## config.mk

```make
export PLATFORM = sky130hd
export DESIGN_NAME = ga_fit_sched
export DESIGN_NICKNAME = d
export VERILOG_FILES = /design/src/rtl/ga_fit_sched.sv
export SDC_FILE = /design/constraint.sdc
export NUM_CORES = 1
export LEC_CHECK = 0
export CORE_AREA = 2 2 105 107
export DETAILED_ROUTE_END_ITERATION = 10
export DIE_AREA = 0 0 107 109
export GPL_ROUTABILITY_DRIVEN = 0
export PLACE_DENSITY = 0.76
export SYNTH_ARGS = -nofsm -noshare
export SYNTH_HDL_FRONTEND = slang
export SYNTH_SLANG_ARGS = --single-unit
```

## constraint.sdc

```tcl
create_clock -name clk -period 4.3 [get_ports clk]
set_input_delay 1.29 -clock clk [delete_from_list [all_inputs] [get_ports clk]]
set_output_delay 1.29 -clock clk [all_outputs]
set_load 0.005 [all_outputs]
```

## src/rtl/ga_fit_sched.sv

```systemverilog
// Generation scheduler for a shared fitness datapath: issues P x B sample requests,
// collects one accumulated fitness per individual and tracks the lowest (best) one.
module ga_fit_sched #(
    parameter  int P_MAX   = 1024,
    parameter  int B_MAX   = 64,
    parameter  int FIT_W   = 24,
    localparam int P_MAX_W = $clog2(P_MAX + 1),
    localparam int B_MAX_W = $clog2(B_MAX + 1),
    localparam int P_IDX_W = $clog2(P_MAX),
    localparam int B_IDX_W = $clog2(B_MAX)
) (
    input  logic               clk,
    input  logic               rst,
    input  logic [P_MAX_W-1:0] cnfg_p,
    input  logic [B_MAX_W-1:0] cnfg_b,
    input  logic               start_pls,
    input  logic               stop_pls,
    output logic               busy,
    output logic               fit_req_vld,
    input  logic               fit_req_rdy,
    output logic [P_IDX_W-1:0] fit_req_p_idx,
    output logic [B_IDX_W-1:0] fit_req_b_idx,
    output logic               fit_req_last,
    input  logic               fit_rsp_vld,
    input  logic [FIT_W-1:0]   fit_rsp_val,
    output logic               done_pls,
    output logic [P_IDX_W-1:0] best_idx,
    output logic [FIT_W-1:0]   best_fit
);

    typedef enum logic [1:0] {IDLE, ISSUE, WAIT_RSP, DONE} state_t;

    state_t             state_q;
    logic [P_MAX_W-1:0] p_cfg_q, p_cfg_d;
    logic [B_MAX_W-1:0] b_cfg_q, b_cfg_d;
    logic [P_IDX_W-1:0] p_q;
    logic [B_IDX_W-1:0] b_q;
    logic [P_IDX_W-1:0] best_idx_q;
    logic [FIT_W-1:0]   best_fit_q;
    logic               done_q;
    logic               b_is_last;
    logic               p_is_last;

    // Oversized requests are clamped so the index counters can never wrap.
    always_comb begin
        p_cfg_d = (cnfg_p > P_MAX_W'(P_MAX)) ? P_MAX_W'(P_MAX) : cnfg_p;
        b_cfg_d = (cnfg_b > B_MAX_W'(B_MAX)) ? B_MAX_W'(B_MAX) : cnfg_b;
    end

    assign b_is_last = (B_MAX_W'(b_q) + B_MAX_W'(1)) == b_cfg_q;
    assign p_is_last = (P_MAX_W'(p_q) + P_MAX_W'(1)) == p_cfg_q;

    always_ff @(posedge clk) begin
        if (rst) begin
            state_q    <= IDLE;
            p_cfg_q    <= '0;
            b_cfg_q    <= '0;
            p_q        <= '0;
            b_q        <= '0;
            best_idx_q <= '0;
            best_fit_q <= '1;
            done_q     <= 1'b0;
        end else begin
            // NOTE: done_q defaults low every cycle, so it can only ever be a one-cycle pulse.
            done_q <= 1'b0;
            if (stop_pls && state_q != IDLE) begin
                state_q <= IDLE;
            end else begin
                case (state_q)
                    IDLE: begin
                        if (start_pls && !stop_pls) begin
                            p_cfg_q    <= p_cfg_d;
                            b_cfg_q    <= b_cfg_d;
                            p_q        <= '0;
                            b_q        <= '0;
                            best_idx_q <= '0;
                            best_fit_q <= '1;
                            state_q    <= (p_cfg_d == '0 || b_cfg_d == '0) ? DONE : ISSUE;
                        end
                    end
                    ISSUE: begin
                        if (fit_req_rdy) begin
                            if (b_is_last) state_q <= WAIT_RSP;
                            else           b_q     <= b_q + B_IDX_W'(1);
                        end
                    end
                    WAIT_RSP: begin
                        if (fit_rsp_vld) begin
                            // Strict compare: on a tie the earlier individual stays best.
                            if (fit_rsp_val < best_fit_q) begin
                                best_fit_q <= fit_rsp_val;
                                best_idx_q <= p_q;
                            end
                            if (p_is_last) begin
                                state_q <= DONE;
                            end else begin
                                p_q     <= p_q + P_IDX_W'(1);
                                b_q     <= '0;
                                state_q <= ISSUE;
                            end
                        end
                    end
                    DONE: begin
                        done_q  <= 1'b1;
                        state_q <= IDLE;
                    end
                    default: state_q <= IDLE;
                endcase
            end
        end
    end

    assign busy          = (state_q != IDLE);
    assign fit_req_vld   = (state_q == ISSUE);
    assign fit_req_p_idx = p_q;
    assign fit_req_b_idx = b_q;
    assign fit_req_last  = fit_req_vld && b_is_last;
    assign done_pls      = done_q;
    assign best_idx      = best_idx_q;
    assign best_fit      = best_fit_q;

endmodule

```

==> results.py, run 1 <==
metrics = {
    "floorplan": {
        "die_w_um": 107,
        "fp.dieH_um": 109,
        "coreArea_mm2": 0.0106,
        "rows": 38,
        "die-area_mm2": 0.0117,
        "start_util_pct": 43.9,
        "io_pins": 102,
    },
    "clock_network": {
        "cts-htree-levels": 3,
        "clk_pin_slew_worst_paths_ns": 0.08,
        "cts_buffers": 9,
        "clockBufferDepth": 2,
        "clock-sinks": 71,
        "ctsResizeCount": 0,
        "clk_latency_ns": 0.35,
        "postCtsHoldBufs": 0,
        "cts_tree": "done",
        "cts_root_buf": "clkbuf_8",
        "postCtsSetupBuffers": 0,
    },
    "synth": {
        "synthTopCellsByArea": "dfxtp_1 31%, nor4_1 7.0%, ha_1 6.7%",
        "ys_seq_area_share_pct": 30.5,
        "ys_async_sr_fraction_pct": 0,
        "syn_nets": 654,
        "ys_ff_latch": 71,
        "ys_warn_count": 0,
        "synth_edf_count": 0,
        "synth_cell_type_count": 61,
        "synth_flop_cell": "dfxtp_1",
        "syn_area_mm2": 0.00466,
        "syn_avg_cell_area_um2": 8.02,
        "syn_inst": 581,
        "synth.largest_area_cell": "dfxtp_1",
        "synth_top_area_share_pct": 30.5,
    },
    "sta": {
        "tightestPinTransition_ns": 0.974,
        "rsz0062_at_grt": "false",
        "final-setup-viol-count": 0,
        "fin_hold_ws_ns": 0.462,
        "fmax_mhz": 254,
        "relSlewSlack_pct": 35.0,
        "fin_crit_ns": 3.94,
        "fin_worst_skew_ns": 0.0152,
        "fin_crit_sh_pct": 91.6,
        "hold_violations": 0,
        "maxSlewViolCount": 0,
        "setup_tns_ns": 0,
    },
    "layout": {
        "area_delta_synth_final_pct": 27.6,
        "antennaDiodeCount": 0,
        "stdcell_count": 793,
        "drive_gt1_share_pct": 5.97,
        "final_common_cell": "clkdlybuf4s50_1",
        "layout_common_cells": "100 x clkdlybuf4s50_1, 71 x dfxtp_1, 52 x nor4_1",
        "num-nets-final": 722,
    },
    "drt": {
        "ant_nets": 0,
        "drtPass1Iterations": 5,
        "route.vias.total": 4921,
        "wirelength_mm": 13.9,
        "wl_per_cell_um": 17.5,
        "drc": 0,
        "viasPerCell": 6.21,
        "drt_iter0_markers": 366,
    },
    "global_route": {
        "first_global_vias": 4626,
        "antenna_found_initial": 0,
        "grt_first_pass_wirelength_mm": 22.6,
        "grt_max_degree": 95,
        "track_usage_pct": 23.7,
        "grt-ovfl-total": 0,
    },
    "power_and_ir_drop": {
        "switching_share_pct": 25.9,
        "powerDensity_mw_per_mm2": 246,
        "irDropWorstVdd_mv": 0.136,
        "leakagePower_nw": 2.29,
        "clkPwrFrac_pct": 41.7,
        "combinationalPowerShare_pct": 12.2,
        "internal_power_mw": 1.08,
        "p_sw_uw": 379,
        "finalPower_mw": 1.46,
        "seqPwrFrac_pct": 46.2,
    },
    "critical_path": {
        "cp-start-kind": "flip-flop",
        "path_class": "reg2out",
        "end_kind": "primary output",
        "crit_fanout": 7,
        "worstPathArrival_ns": 2.65,
        "required_ns": 3.01,
    },
    "min_path": {
        "min_path_type": "reg2reg",
    },
    "run_status": {
        "status": "finished clean",
    },
    "placed_design": {
        "io_buffers": 101,
        "post-place-cells": 778,
        "dp_hpwl_mm": 9.39,
    },
    "flow_run": {
        "cap_violations": 0,
    },
}
==> final cells by class <==
| cell class | count | area [um^2] |
|---|---|---|
| Fill cell | 987 | 4660 |
| Multi-Input combinational cell | 423 | 2910 |
| Sequential cell | 71 | 1420 |
| Timing Repair Buffer | 113 | 1100 |
| Tap cell | 140 | 175 |
| Clock buffer | 10 | 138 |
| Inverter | 31 | 116 |
| Clock inverter | 5 | 82.6 |
==> worst max-delay path, cell delays in order (launching register included) <==
cell and delay, ns:
dfxtp_1 0.48, ha_1 0.34, nand3_1 0.15, xor2_1 0.18
a211oi_1 0.29, o2111ai_2 0.20, nor2_1 0.13, clkdlybuf4s50_1 0.52
==> kinds of logic after synthesis <==
family,synth area share (%)
AOI/OAI and AO/OA,22.2
xor gates and xnor gates,3.87
adders and majority gates,6.72
buffers and inverters,7.20
DFF,30.5
muxes,1.10
and+or+nand+nor,28.4
==> registers in the layout, indices dropped and copies added (netlist names) <==
name and count:
p_cfg_q 11, fit_req_b_idx 6, b_cfg_q 7, done_pls 1
best_fit 24, state_q 2, best_idx 10, fit_req_p_idx 10
==> cell usage after synthesis, types with 12 or more instances <==
| cell | instances |
|---|---|
| clkbuf_1 | 46 |
| nor4_1 | 52 |
| nand4_1 | 12 |
| nor3_1 | 28 |
| a2111oi_0 | 24 |
| nand3b_1 | 13 |
| dfxtp_1 | 71 |
| inv_1 | 30 |
| a41oi_1 | 12 |
| nor2_1 | 34 |
| nand2_1 | 39 |
| o2111ai_1 | 12 |
| ha_1 | 25 |
| a21oi_1 | 33 |
==> stage by stage <==
stage	setup slack (ns)	util, %	area, um^2
2_1_floorplan	1.01	-	4660
3_3_place_gp	0.463	54.0	5720
3_5_place_dp	0.276	54.0	5720
4_1_cts	0.336	56.1	5940
5_1_grt	0.140	56.1	5940
6_report	0.362	56.1	5940
==> per-layer routing <==
layer	vias to the layer above	part of all wire, %	global-route usage (%)
met4	0	1.1	6.40
li1	2359	-	-
met3	14	7.8	3.71
met2	235	47	40.0
met1	2313	44	31.8
met5	-	0	0
==> worst paths after layout <==
kind | from | end | slack [ns] | cells after the start
setup / recovery | fit_req_b_idx[0] | fit_req_last | 0.36 | 7
setup reg to reg | fit_req_p_idx[0] | fit_req_p_idx[4] | 1.32 | 8
hold / removal | p_cfg_q[2] | p_cfg_q[2] | 0.46 | 2
hold reg to reg | p_cfg_q[2] | p_cfg_q[2] | 0.46 | 2
==> power by group through the flow <==
stage | combinational, mW | sequential (mW) | clock, mW
2_1_floorplan | 0.0963 | 0.686 | 0
3_3_place_gp | 0.171 | 0.690 | 0
3_5_place_dp | 0.174 | 0.690 | 0
4_1_cts | 0.176 | 0.675 | 0.617
5_1_grt | 0.194 | 0.676 | 0.638
6_report | 0.178 | 0.675 | 0.609
Note: power is estimated with default switching activity, not from simulation.
==> run 2: changes to the inputs <==
==> config.mk (replaced) <==
export PLATFORM = sky130hd
export DESIGN_NAME = ga_fit_sched
export DESIGN_NICKNAME = d
export VERILOG_FILES = /design/src/rtl/ga_fit_sched.sv
export SDC_FILE = /design/constraint.sdc
export NUM_CORES = 1
export LEC_CHECK = 0
export CORE_AREA = 2 2 106 108
export DETAILED_ROUTE_END_ITERATION = 10
export DIE_AREA = 0 0 108 110
export GPL_ROUTABILITY_DRIVEN = 0
export PLACE_DENSITY = 0.75
export SYNTH_ARGS = -nofsm -noshare
export SYNTH_HDL_FRONTEND = slang
export SYNTH_SLANG_ARGS = --single-unit
==> run 2 against run 1 <==
  * Combinational power is essentially flat
  * Clock power shrank 18%
  * Sequential power is essentially flat
  * Fmax shrank 2.1%
  * Critical path depth is the same
  * Wire length grew 0.82%
  * Clock-buffer cell count grew 2
  * Worst setup slack lost 0.084 ns
  * Hold slack gained 0.014 ns
==> results.py, run 2 (same netlist as run 1, synthesis figures left out) <==
metrics = {
    "run_status": {
        "status": "finished clean",
    },
    "global_route": {
        "antenna_found_initial": 0,
        "first_global_vias": 4599,
        "grt_max_degree": 95,
        "track_usage_pct": 23.5,
        "grt_first_pass_wirelength_mm": 22.6,
        "grt-ovfl-total": 0,
    },
    "critical_path": {
        "r2r_start": "best_fit[5]",
        "worstPathArrival_ns": 2.73,
        "end_kind": "primary output",
        "r2r_slack_ns": 1.42,
        "r2r-end": "best_fit[21]",
        "crit_fanout": 7,
        "required_ns": 3.01,
        "r2r_cells": 10,
        "path_class": "reg2out",
        "cp-start-kind": "flip-flop",
    },
    "floorplan": {
        "die_w_um": 108,
        "coreArea_mm2": 0.0107,
        "io_pins": 102,
        "rows": 38,
        "start_util_pct": 43.5,
        "fp.dieH_um": 110,
        "die-area_mm2": 0.0119,
    },
    "drt": {
        "drtPass1Iterations": 5,
        "drc": 0,
        "wirelength_mm": 14.0,
        "route.vias.total": 4908,
        "ant_nets": 0,
        "viasPerCell": 6.17,
        "drt_iter0_markers": 321,
        "wl_per_cell_um": 17.5,
    },
    "sta": {
        "fin_crit_sh_pct": 93.5,
        "setup_tns_ns": 0,
        "tightestPinTransition_ns": 1.10,
        "maxSlewViolCount": 0,
        "fin_crit_ns": 4.02,
        "relSlewSlack_pct": 26.5,
        "fin_worst_skew_ns": 0.00714,
        "fmax_mhz": 249,
        "final-setup-viol-count": 0,
        "hold_violations": 0,
        "rsz0062_at_grt": "false",
    },
    "placed_design": {
        "io_buffers": 101,
        "post-place-cells": 780,
        "dp_hpwl_mm": 9.55,
    },
    "layout": {
        "final_common_cell": "clkdlybuf4s50_1",
        "fill_cells": 1007,
        "seq_area_mm2": 0.00142,
        "layout_common_cells": "100 x clkdlybuf4s50_1, 71 x dfxtp_1, 52 x nor4_1",
        "fin_util_pct": 55.3,
        "stdcell_count": 796,
        "drive_gt1_share_pct": 6.25,
        "antennaDiodeCount": 0,
        "area_delta_synth_final_pct": 27.0,
        "largest_reg_flops": 24,
        "num-nets-final": 724,
        "multiInputGateArea_mm2": 0.00291,
    },
    "clock_network": {
        "clock-sinks": 71,
        "clk_latency_ns": 0.36,
        "ctsResizeCount": 0,
        "clk_pin_slew_worst_paths_ns": 0.08,
        "cts_root_buf": "clkbuf_8",
        "postCtsHoldBufs": 0,
        "cts_buffers": 9,
        "postCtsSetupBuffers": 0,
        "cts-htree-levels": 3,
        "cts_tree": "done",
        "clockBufferDepth": 2,
    },
    "flow_run": {
        "cap_violations": 0,
    },
    "min_path": {
        "min_path_type": "reg2reg",
        "hold_start": "b_cfg_q[1]",
        "min_to": "b_cfg_q[1]",
        "whs_path_depth": 2,
    },
    "power_and_ir_drop": {
        "irDropWorstVdd_mv": 0.125,
        "finalPower_mw": 1.35,
        "powerDensity_mw_per_mm2": 229,
        "leakagePower_nw": 2.29,
    },
}
-- run 2: changes by cell type in the layout (fill, tap and decap cells not counted), sizes merged --
cell | previous run | this run
clkinv | 1 | 5
clkinvlp | 3 | 0
buf | 13 | 15
bufinv | 2 | 0
clkbuf | 10 | 12
-- run 2: worst max path at each step --
stage                           startpoint           end  slack (ns)  cells after the start
after floorplan             fit_rsp_val[5]   best_fit[0]        1.01                      9
after global placement      fit_rsp_val[5]   best_fit[0]        0.25                     10
after detailed placement    fit_rsp_val[5]  best_fit[18]        0.17                     10
after CTS                 fit_req_b_idx[0]  fit_req_last        0.28                      7
after global routing      fit_req_b_idx[0]  fit_req_last        0.07                      7
final                     fit_req_b_idx[0]  fit_req_last        0.28                      7
-- run 2: per-layer routing --
metal	global-route usage [%]	share of wire (%)	vias to the layer above
met5	0	0	-
met4	7.60	1.6	0
met3	4.29	6.4	24
met2	39.6	48	171
met1	30.6	44	2345
li1	-	-	2368
-- run 2: layout make-up --
class	instances	share of cell area, %
repair buffers	115	18.8
clock buffers	12	2.62
well taps	140	2.96
clock inverters	4	0.339
multi-input cells	423	49.3
flip-flops and latches	71	24.0
inverters	31	1.97
-- run 2: through the flow --
| step | hold WS (ns) | cell area, um^2 | setup slack, ns |
|---|---|---|---|
| 2_1_floorplan | 0.432 | 4660 | 1.01 |
| 3_3_place_gp | 0.455 | 5740 | 0.250 |
| 3_5_place_dp | 0.468 | 5740 | 0.166 |
| 4_1_cts | 0.477 | 5910 | 0.277 |
| 5_1_grt | 0.490 | 5910 | 0.0717 |
| 6_report | 0.476 | 5910 | 0.278 |
-- run 2: power by group --
| group | total (mW) | leakage, nW | switching, mW | internal, mW |
|---|---|---|---|---|
| registers | 0.675 | 0.574 | 0.0101 | 0.665 |
| logic | 0.180 | 1.62 | 0.101 | 0.0795 |
| clock network | 0.498 | 0.0959 | 0.260 | 0.237 |
-- run 2: worst max-delay path, cell delays in order, from the launching register on --
cell             delay [ns]
dfxtp_1                0.48
ha_1                   0.36
nand3_1                0.15
xor2_1                 0.18
a211oi_1               0.29
o2111ai_2              0.20
nor2_1                 0.19
clkdlybuf4s50_1        0.53
==> run 3: changes to the inputs <==
--- a/config.mk
+++ b/config.mk
@@ -5,6 +5,7 @@
 export SDC_FILE = /design/constraint.sdc
 export NUM_CORES = 1
 export LEC_CHECK = 0
+export CAP_MARGIN = 25
 export CORE_AREA = 2 2 106 108
 export DETAILED_ROUTE_END_ITERATION = 10
 export DIE_AREA = 0 0 108 110
==> run 3 against run 2 <==
  * Non-clock buffer count up 1
  * Largest power group unchanged
  * Fmax up 0.40%
  * Utilization up 0.070 points
  * Power about the same
  * Global-route usage unchanged
  * Cell count up 0.13%
  * Clock-buffer cell count unchanged
  * Register-to-register slack worse by 0.02 ns
  * Wire length up 0.24%
==> results.py, run 3 (same netlist as run 1, synthesis figures left out) <==
metrics = {
    "run_status": {
        "status": "finished clean",
    },
    "clock_network": {
        "ctsResizeCount": 0,
        "clockBufferDepth": 2,
        "postCtsHoldBufs": 0,
        "cts_tree": "done",
        "clk_pin_slew_worst_paths_ns": 0.08,
        "clock-sinks": 71,
        "clk_latency_ns": 0.36,
        "cts_buffers": 9,
        "cts_root_buf": "clkbuf_8",
        "cts-htree-levels": 3,
        "postCtsSetupBuffers": 0,
    },
    "global_route": {
        "grt-ovfl-total": 0,
        "grt_max_degree": 95,
        "grt_first_pass_wirelength_mm": 22.6,
        "antenna_found_initial": 0,
        "met2_usage_pct": 39.6,
        "use_met3_pct": 4.29,
        "first_global_vias": 4599,
        "track_usage_pct": 23.5,
        "grt_busiest_layer": "met2",
        "grt_util_met1_pct": 30.6,
    },
    "drt": {
        "viasPerCell": 6.19,
        "wl_per_cell_um": 17.6,
        "drtPass1Iterations": 5,
        "route.vias.total": 4931,
        "wirelength_mm": 14.0,
        "drc": 0,
        "drt_iter0_markers": 353,
        "ant_nets": 0,
    },
    "sta": {
        "fin_crit_ns": 4.01,
        "tightestPinTransition_ns": 0.974,
        "fmax_mhz": 250,
        "fin_worst_skew_ns": 0.00689,
        "fin_crit_sh_pct": 93.2,
        "setup_tns_ns": 0,
        "final-setup-viol-count": 0,
        "maxSlewViolCount": 0,
        "hold_violations": 0,
        "rsz0062_at_grt": "false",
        "fin_hold_ws_ns": 0.475,
        "relSlewSlack_pct": 35.1,
    },
    "floorplan": {
        "fp.dieH_um": 110,
        "die_w_um": 108,
        "start_util_pct": 43.5,
        "die-area_mm2": 0.0119,
        "rows": 38,
        "io_pins": 102,
        "coreArea_mm2": 0.0107,
    },
    "layout": {
        "final_common_cell": "clkdlybuf4s50_1",
        "largest_reg_flops": 24,
        "seq_area_mm2": 0.00142,
        "layout_common_cells": "100 x clkdlybuf4s50_1, 71 x dfxtp_1, 52 x nor4_1",
        "area_delta_synth_final_pct": 27.1,
        "multiInputGateArea_mm2": 0.00291,
        "num-nets-final": 725,
        "drive_gt1_share_pct": 6.39,
        "fill_cells": 1007,
        "antennaDiodeCount": 0,
    },
    "min_path": {
        "hold_start": "b_cfg_q[1]",
        "whs_path_depth": 2,
        "min_path_type": "reg2reg",
        "min_to": "b_cfg_q[1]",
    },
    "critical_path": {
        "r2r_start": "fit_req_p_idx[0]",
        "end_kind": "primary output",
        "r2r_cells": 8,
        "cp-start-kind": "flip-flop",
        "r2r-end": "fit_req_p_idx[0]",
        "path_class": "reg2out",
        "required_ns": 3.01,
        "r2r_slack_ns": 1.40,
        "crit_fanout": 7,
        "worstPathArrival_ns": 2.72,
    },
    "flow_run": {
        "cap_violations": 0,
    },
    "power_and_ir_drop": {
        "powerDensity_mw_per_mm2": 228,
        "leakagePower_nw": 2.30,
        "irDropWorstVdd_mv": 0.124,
    },
    "placed_design": {
        "dp_hpwl_mm": 9.55,
        "io_buffers": 101,
    },
}
[run 3: changes by cell type in the layout (fill, tap and decap cells not counted), sizes merged]
cell / change
buf: +1
[run 3: final cells by class]
type | count | area share (%)
clock inverters | 4 | 0.338
multi-input cells | 423 | 49.2
well taps | 140 | 2.96
repair buffers | 116 | 18.9
clock buffers | 12 | 2.62
inverters | 31 | 1.97
flip-flops and latches | 71 | 24.0
[run 3: per-stage QoR]
| step | setup slack (ns) | total power [mW] | utilization (%) | cell area [um^2] | instances |
|---|---|---|---|---|---|
| 2_1_floorplan | 1.01 | 0.782 | - | 4660 | 581 |
| 3_3_place_gp | 0.250 | 0.863 | 53.6 | 5740 | 780 |
| 3_5_place_dp | 0.166 | 0.867 | 53.6 | 5740 | 780 |
| 4_1_cts | 0.277 | 1.36 | 55.3 | 5910 | 796 |
| 5_1_grt | 0.0717 | 1.41 | 55.3 | 5920 | 797 |
| 6_report | 0.294 | 1.35 | 55.3 | 5920 | 797 |
[run 3: worst max-delay path by stage]
stage | endpoint | slack, ns | start | cells after the start
finish | fit_req_last | 0.29 | fit_req_b_idx[0] | 7
global route | fit_req_last | 0.07 | fit_req_b_idx[0] | 7
CTS | fit_req_last | 0.28 | fit_req_b_idx[0] | 7
detailed placement | best_fit[18] | 0.17 | fit_rsp_val[5] | 10
global placement | best_fit[0] | 0.25 | fit_rsp_val[5] | 10
floorplan | best_fit[0] | 1.01 | fit_rsp_val[5] | 9
[run 3: power breakdown]
group	internal, mW	switching, mW	leakage [nW]	total [mW]
sequential	0.665	0.0100	0.574	0.675
combinational	0.0804	0.101	1.63	0.181
clock	0.237	0.258	0.0959	0.495
[run 3: worst max-delay path, cell delays in order (launching register included)]
cell	delay, ns
dfxtp_1	0.48
ha_1	0.36
nand3_1	0.15
xor2_1	0.17
a211oi_1	0.29
o2111ai_2	0.20
nor2_1	0.18
clkdlybuf4s50_1	0.52
[run 3: routing by layer]
metal  vias up  wire [um]
met5         -          0
met1      2358       6140
li1       2372          -
met4         0        194
met3        23        890
met2       178       6770
==> RTL edit 1: new RTL, flow settings as in run 2 <==
Encoding of `state_t`: now one-hot (4 bits for 4 states).
--- a/src/rtl/ga_fit_sched.sv
+++ b/src/rtl/ga_fit_sched.sv
@@ -28,7 +28,7 @@
     output logic [FIT_W-1:0]   best_fit
 );
 
-    typedef enum logic [1:0] {IDLE, ISSUE, WAIT_RSP, DONE} state_t;
+    typedef enum logic [3:0] {IDLE = 4'b0001, ISSUE = 4'b0010, WAIT_RSP = 4'b0100, DONE = 4'b1000} state_t;
 
     state_t             state_q;
     logic [P_MAX_W-1:0] p_cfg_q, p_cfg_d;
Behaviour: no difference found for any inputs over 4 cycles, from zero or initial values and one cycle with rst high; so few cycles prove little.
==> RTL edit 1 against run 2 <==
Highest routed layer unchanged; area after synthesis down 14%; setup slack worse by 0.097 ns; power up 7.4%; design area down 9.5%; routed wire length down 24%; register-to-register slack worse by 0.19 ns; die area unchanged; sequential cell count up 2.
==> RTL edit 1: results (changes against run 2) <==
Cells and area
  – Multi-input logic area: 2220 um^2 (was 2910 um^2)
  – #MultiIn Comb: 316 (was 423)
  – Non-clk bufs: 110 (was 115)
  – Final instance area: 5350 um^2 (was 5910 um^2)
  – Non-clock buffer share: 20.6% (was 18.8%)
  – Inverters: 47 (was 31)
  – Share of post-route cells with drive strength above 1: 6.23% (was 6.25%)
  – Clock Network Area Fraction: 3.93% (was 2.96%)
  – Fin nets: 630 (was 724)
  – Number of sequential cells: 73 (was 71)

Critical path
  – Crit path arrival time: 2.83 ns (was 2.73 ns)
  – Delay-heaviest family, CP: compound AO/OA/AOI/OAI gates (was buffers and inverters)
  – FF-to-FF setup slack: 1.23 ns (was 1.42 ns)
  – Max incr delay on CP: 0.57 ns (was 0.53 ns)

Place
  – Dpl hpwl: 7930 um (was 9550 um)
  – DP Area: 5130 um^2 (was 5740 um^2)

GRT
  – Total global-route track usage: 18.0% (was 23.5%)
  – Pin count of the biggest net entering global routing: 40 (was 95)
  – Wire length of the first global-routing pass: 17000 um (was 22600 um)
  – Vias in the first global route: 3667 (was 4599)

Routing
  – Via density: 5.47 (was 6.17)
  – WL final: 10600 um (was 14000 um)
  – Metal3 WL: 510 um (was 889 um)
  – Met1 WL: 4540 um (was 6170 um)
  – Initial DRC Count: 145 (was 321)

Synth
  – Syn_nets: 536 (was 654)
  – Sequential fraction of the synthesis area: 36.4% (was 30.5%)
  – Area share of fa/ha/maj cells after synthesis: 7.80% (was 6.72%)
  – Top cells by area, synth: dfxtp_1 36%, ha_1 7.8%, o22a_1 5.2%, a21oi_1 4.6%, inv_1 4.3% (was dfxtp_1 31%, nor4_1 7.0%, ha_1 6.7%, a2111oi_0 4.5%, clkbuf_1 3.7%)
  – Main combinational cell family by area after synthesis: compound AO/OA/AOI/OAI gates (was simple AND/OR/NAND/NOR gates)
  – Post-synthesis compound-gate area fraction: 24.7% (was 22.2%)
  – Netlist cell types: 59 (was 61)
  – Mux contribution to synthesized area: 0.499% (was 1.10%)

Status
  – Status: finished, final reports clean (unchanged)
[RTL edit 1: path summary, 6_finish.rpt]
check / startpoint / to
max: fit_req_b_idx[0]$_SDFFE_PP0P_ / fit_req_last
min: best_idx[0]$_SDFFE_PP0P_ / best_idx[0]$_SDFFE_PP0P_
max reg2reg: fit_req_p_idx[0]$_SDFFE_PP0P_ / fit_req_b_idx[5]$_SDFFE_PP0P_
min reg2reg: best_idx[0]$_SDFFE_PP0P_ / best_idx[0]$_SDFFE_PP0P_
[RTL edit 1: repair_timing]
| action | 4_1_cts | 5_1_grt |
|---|---|---|
| endpoints found under the setup margin | 0 | 1 |
| gates resized for setup | 0 | 0 |
| setup buffers | 0 | 1 |
[RTL edit 1: metrics by stage]
stage / setup slack [ns] / power (mW) / cells / utilization, % / hold WS, ns
6_report: 0.181 / 1.45 / 702 / 50.0 / 0.453
5_1_grt: 0.0351 / 1.51 / 702 / 50.0 / 0.476
4_1_cts: 0.0731 / 1.46 / 701 / 49.9 / 0.456
3_5_place_dp: 0.0429 / 0.885 / 685 / 48.0 / 0.443
3_3_place_gp: 0.0646 / 0.882 / 685 / 48.0 / 0.438
2_1_floorplan: 0.604 / 0.798 / 463 / - / 0.440
[RTL edit 1: where the power goes]
part	internal, mW	total, mW	switching [mW]
Clock	0.324	0.581	0.257
Combinational	0.0874	0.178	0.0909
Sequential	0.685	0.694	0.00928
Total	1.10	1.45	0.357
[RTL edit 1: kinds of logic after synthesis]
| kind of cell | after synthesis |
|---|---|
| compound gates | 141 |
| simple gates | 130 |
| buf+inv | 74 |
| flops | 73 |
| fa+ha+maj | 25 |
| xor+xnor | 18 |
| mux | 2 |
==> RTL edit 2: new RTL, config.mk and constraints of run 2 <==
Made on the original files. The parameter `FIT_W` goes from 24 to 12.
--- a/src/rtl/ga_fit_sched.sv
+++ b/src/rtl/ga_fit_sched.sv
@@ -3,7 +3,7 @@
 module ga_fit_sched #(
     parameter  int P_MAX   = 1024,
     parameter  int B_MAX   = 64,
-    parameter  int FIT_W   = 24,
+    parameter  int FIT_W   = 12,
     localparam int P_MAX_W = $clog2(P_MAX + 1),
     localparam int B_MAX_W = $clog2(B_MAX + 1),
     localparam int P_IDX_W = $clog2(P_MAX),
Ports: changed (resized best_fit and fit_rsp_val); port bits go from 102 to 78. No check against the original RTL was run, so the function may have changed too.
==> RTL edit 2 against run 2 <==
Sequential cell count shrank 12; power fell by 2.8%; sequential share of layout area is 0.51 points higher; critical path depth decreased by 1; setup slack worse by 0.078 ns; routed wire length down 24%; design area fell by 19%; via count fell by 22%; area after synthesis fell by 20%; highest routed layer unchanged; largest cell class unchanged.
==> RTL edit 2: results (changes against run 2) <==
Critical path
  – Crit path arrival time: 2.81 ns (was 2.73 ns)
  – Crit-path max FO: 8 (was 7)
  – Delay-heaviest family, CP: simple AND/OR/NAND/NOR gates (was buffers and inverters)
  – Max incr delay on CP: 0.56 ns (was 0.53 ns)

Synth
  – Top cells by count, synth: 59 x dfxtp_1, 42 x nor2_1, 33 x nand2_1 (was 71 x dfxtp_1, 52 x nor4_1, 46 x clkbuf_1)
  – Avg Cell Area, Syn: 8.26 um^2 (was 8.02 um^2)
  – Mux contribution to synthesized area: 1.38% (was 1.10%)
  – Area share of fa/ha/maj cells after synthesis: 4.63% (was 6.72%)
  – Top cells by area, synth: dfxtp_1 32%, ha_1 4.4%, nor2_1 4.2%, o221a_2 3.6%, a21oi_1 3.5% (was dfxtp_1 31%, nor4_1 7.0%, ha_1 6.7%, a2111oi_0 4.5%, clkbuf_1 3.7%)
  – Netlist cell types: 64 (was 61)
  – Syn_nets: 500 (was 654)
  – Post-synthesis compound-gate area fraction: 27.4% (was 22.2%)
  – XOR/XNOR Fraction of Synth Area: 4.43% (was 3.87%)

STA
  – Final hold slack: 0.512 ns (was 0.476 ns)
  – Actual slew at the worst max-slew pin: 0.804 ns (was 1.10 ns)

Place
  – Pre-CTS WS: 0.639 ns (was 0.166 ns)
  – Dpl hpwl: 7440 um (was 9550 um)
  – # port buffers: 77 (was 101)
  – Inst Count DP: 638 (was 780)
  – DP Area: 4570 um^2 (was 5740 um^2)

Power
  – Clock Power: 0.627 mW (was 0.498 mW)
  – P_comb: 0.128 mW (was 0.180 mW)
  – Internal: 1.01 mW (was 0.982 mW)
  – Maximum VDD drop: 117 uV (was 125 uV)
  – Power Density: 273 nW/um^2 (was 229 nW/um^2)

Cells and area
  – Filler cell count: 1054 (was 1007)
  – Clock Network Area Fraction: 5.02% (was 2.96%)
  – CLK BUF: 11 (was 12)
  – Fin nets: 558 (was 724)
  – Multi-input logic area: 2330 um^2 (was 2910 um^2)
  – Max reg flops: 12 (was 24)
  – Non-clock buffer share: 17.0% (was 18.8%)
  – Non-clk bufs: 84 (was 115)
  – Share of post-route cells with drive strength above 1: 10.1% (was 6.25%)

GRT
  – Met2 Usage GRT: 29.8% (was 39.6%)
  – Met3 Resource Use GR: 4.00% (was 4.29%)
  – Pin count of the biggest net entering global routing: 41 (was 95)

Routing
  – Met2 routed WL: 4840 um (was 6690 um)
  – Wire length per cell: 16.3 um (was 17.5 um)
  – Via density: 5.83 (was 6.17)

Status
  – Status: finished, final reports clean (unchanged)
[RTL edit 2: cell types whose count changed in the layout (fill, tap and decap cells not counted), sizes merged, moves of 14 or more]
cell,before,now
clkdlybuf4s50,100,76
nor3,30,12
inv,30,16
nor3b,0,15
a2111oi,25,2
nor4,52,7
[RTL edit 2: final timing paths]
check,startpoint,endpoint,cells past startpoint
setup / recovery,fit_req_b_idx[0]$_SDFFE_PP0P_,fit_req_last,6
hold / removal,p_cfg_q[0]$_SDFFE_PP0P_,p_cfg_q[0]$_SDFFE_PP0P_,2
setup reg to reg,fit_req_p_idx[0]$_SDFFE_PP0P_,fit_req_b_idx[0]$_SDFFE_PP0P_,8
hold reg to reg,p_cfg_q[0]$_SDFFE_PP0P_,p_cfg_q[0]$_SDFFE_PP0P_,2
[RTL edit 2: timing repair]
| action | 4_1_cts | 5_1_grt |
|---|---|---|
| endpoints found under the hold margin | 0 | 0 |
| resized for setup | 0 | 2 |
| setup endpoints to repair | 0 | 1 |
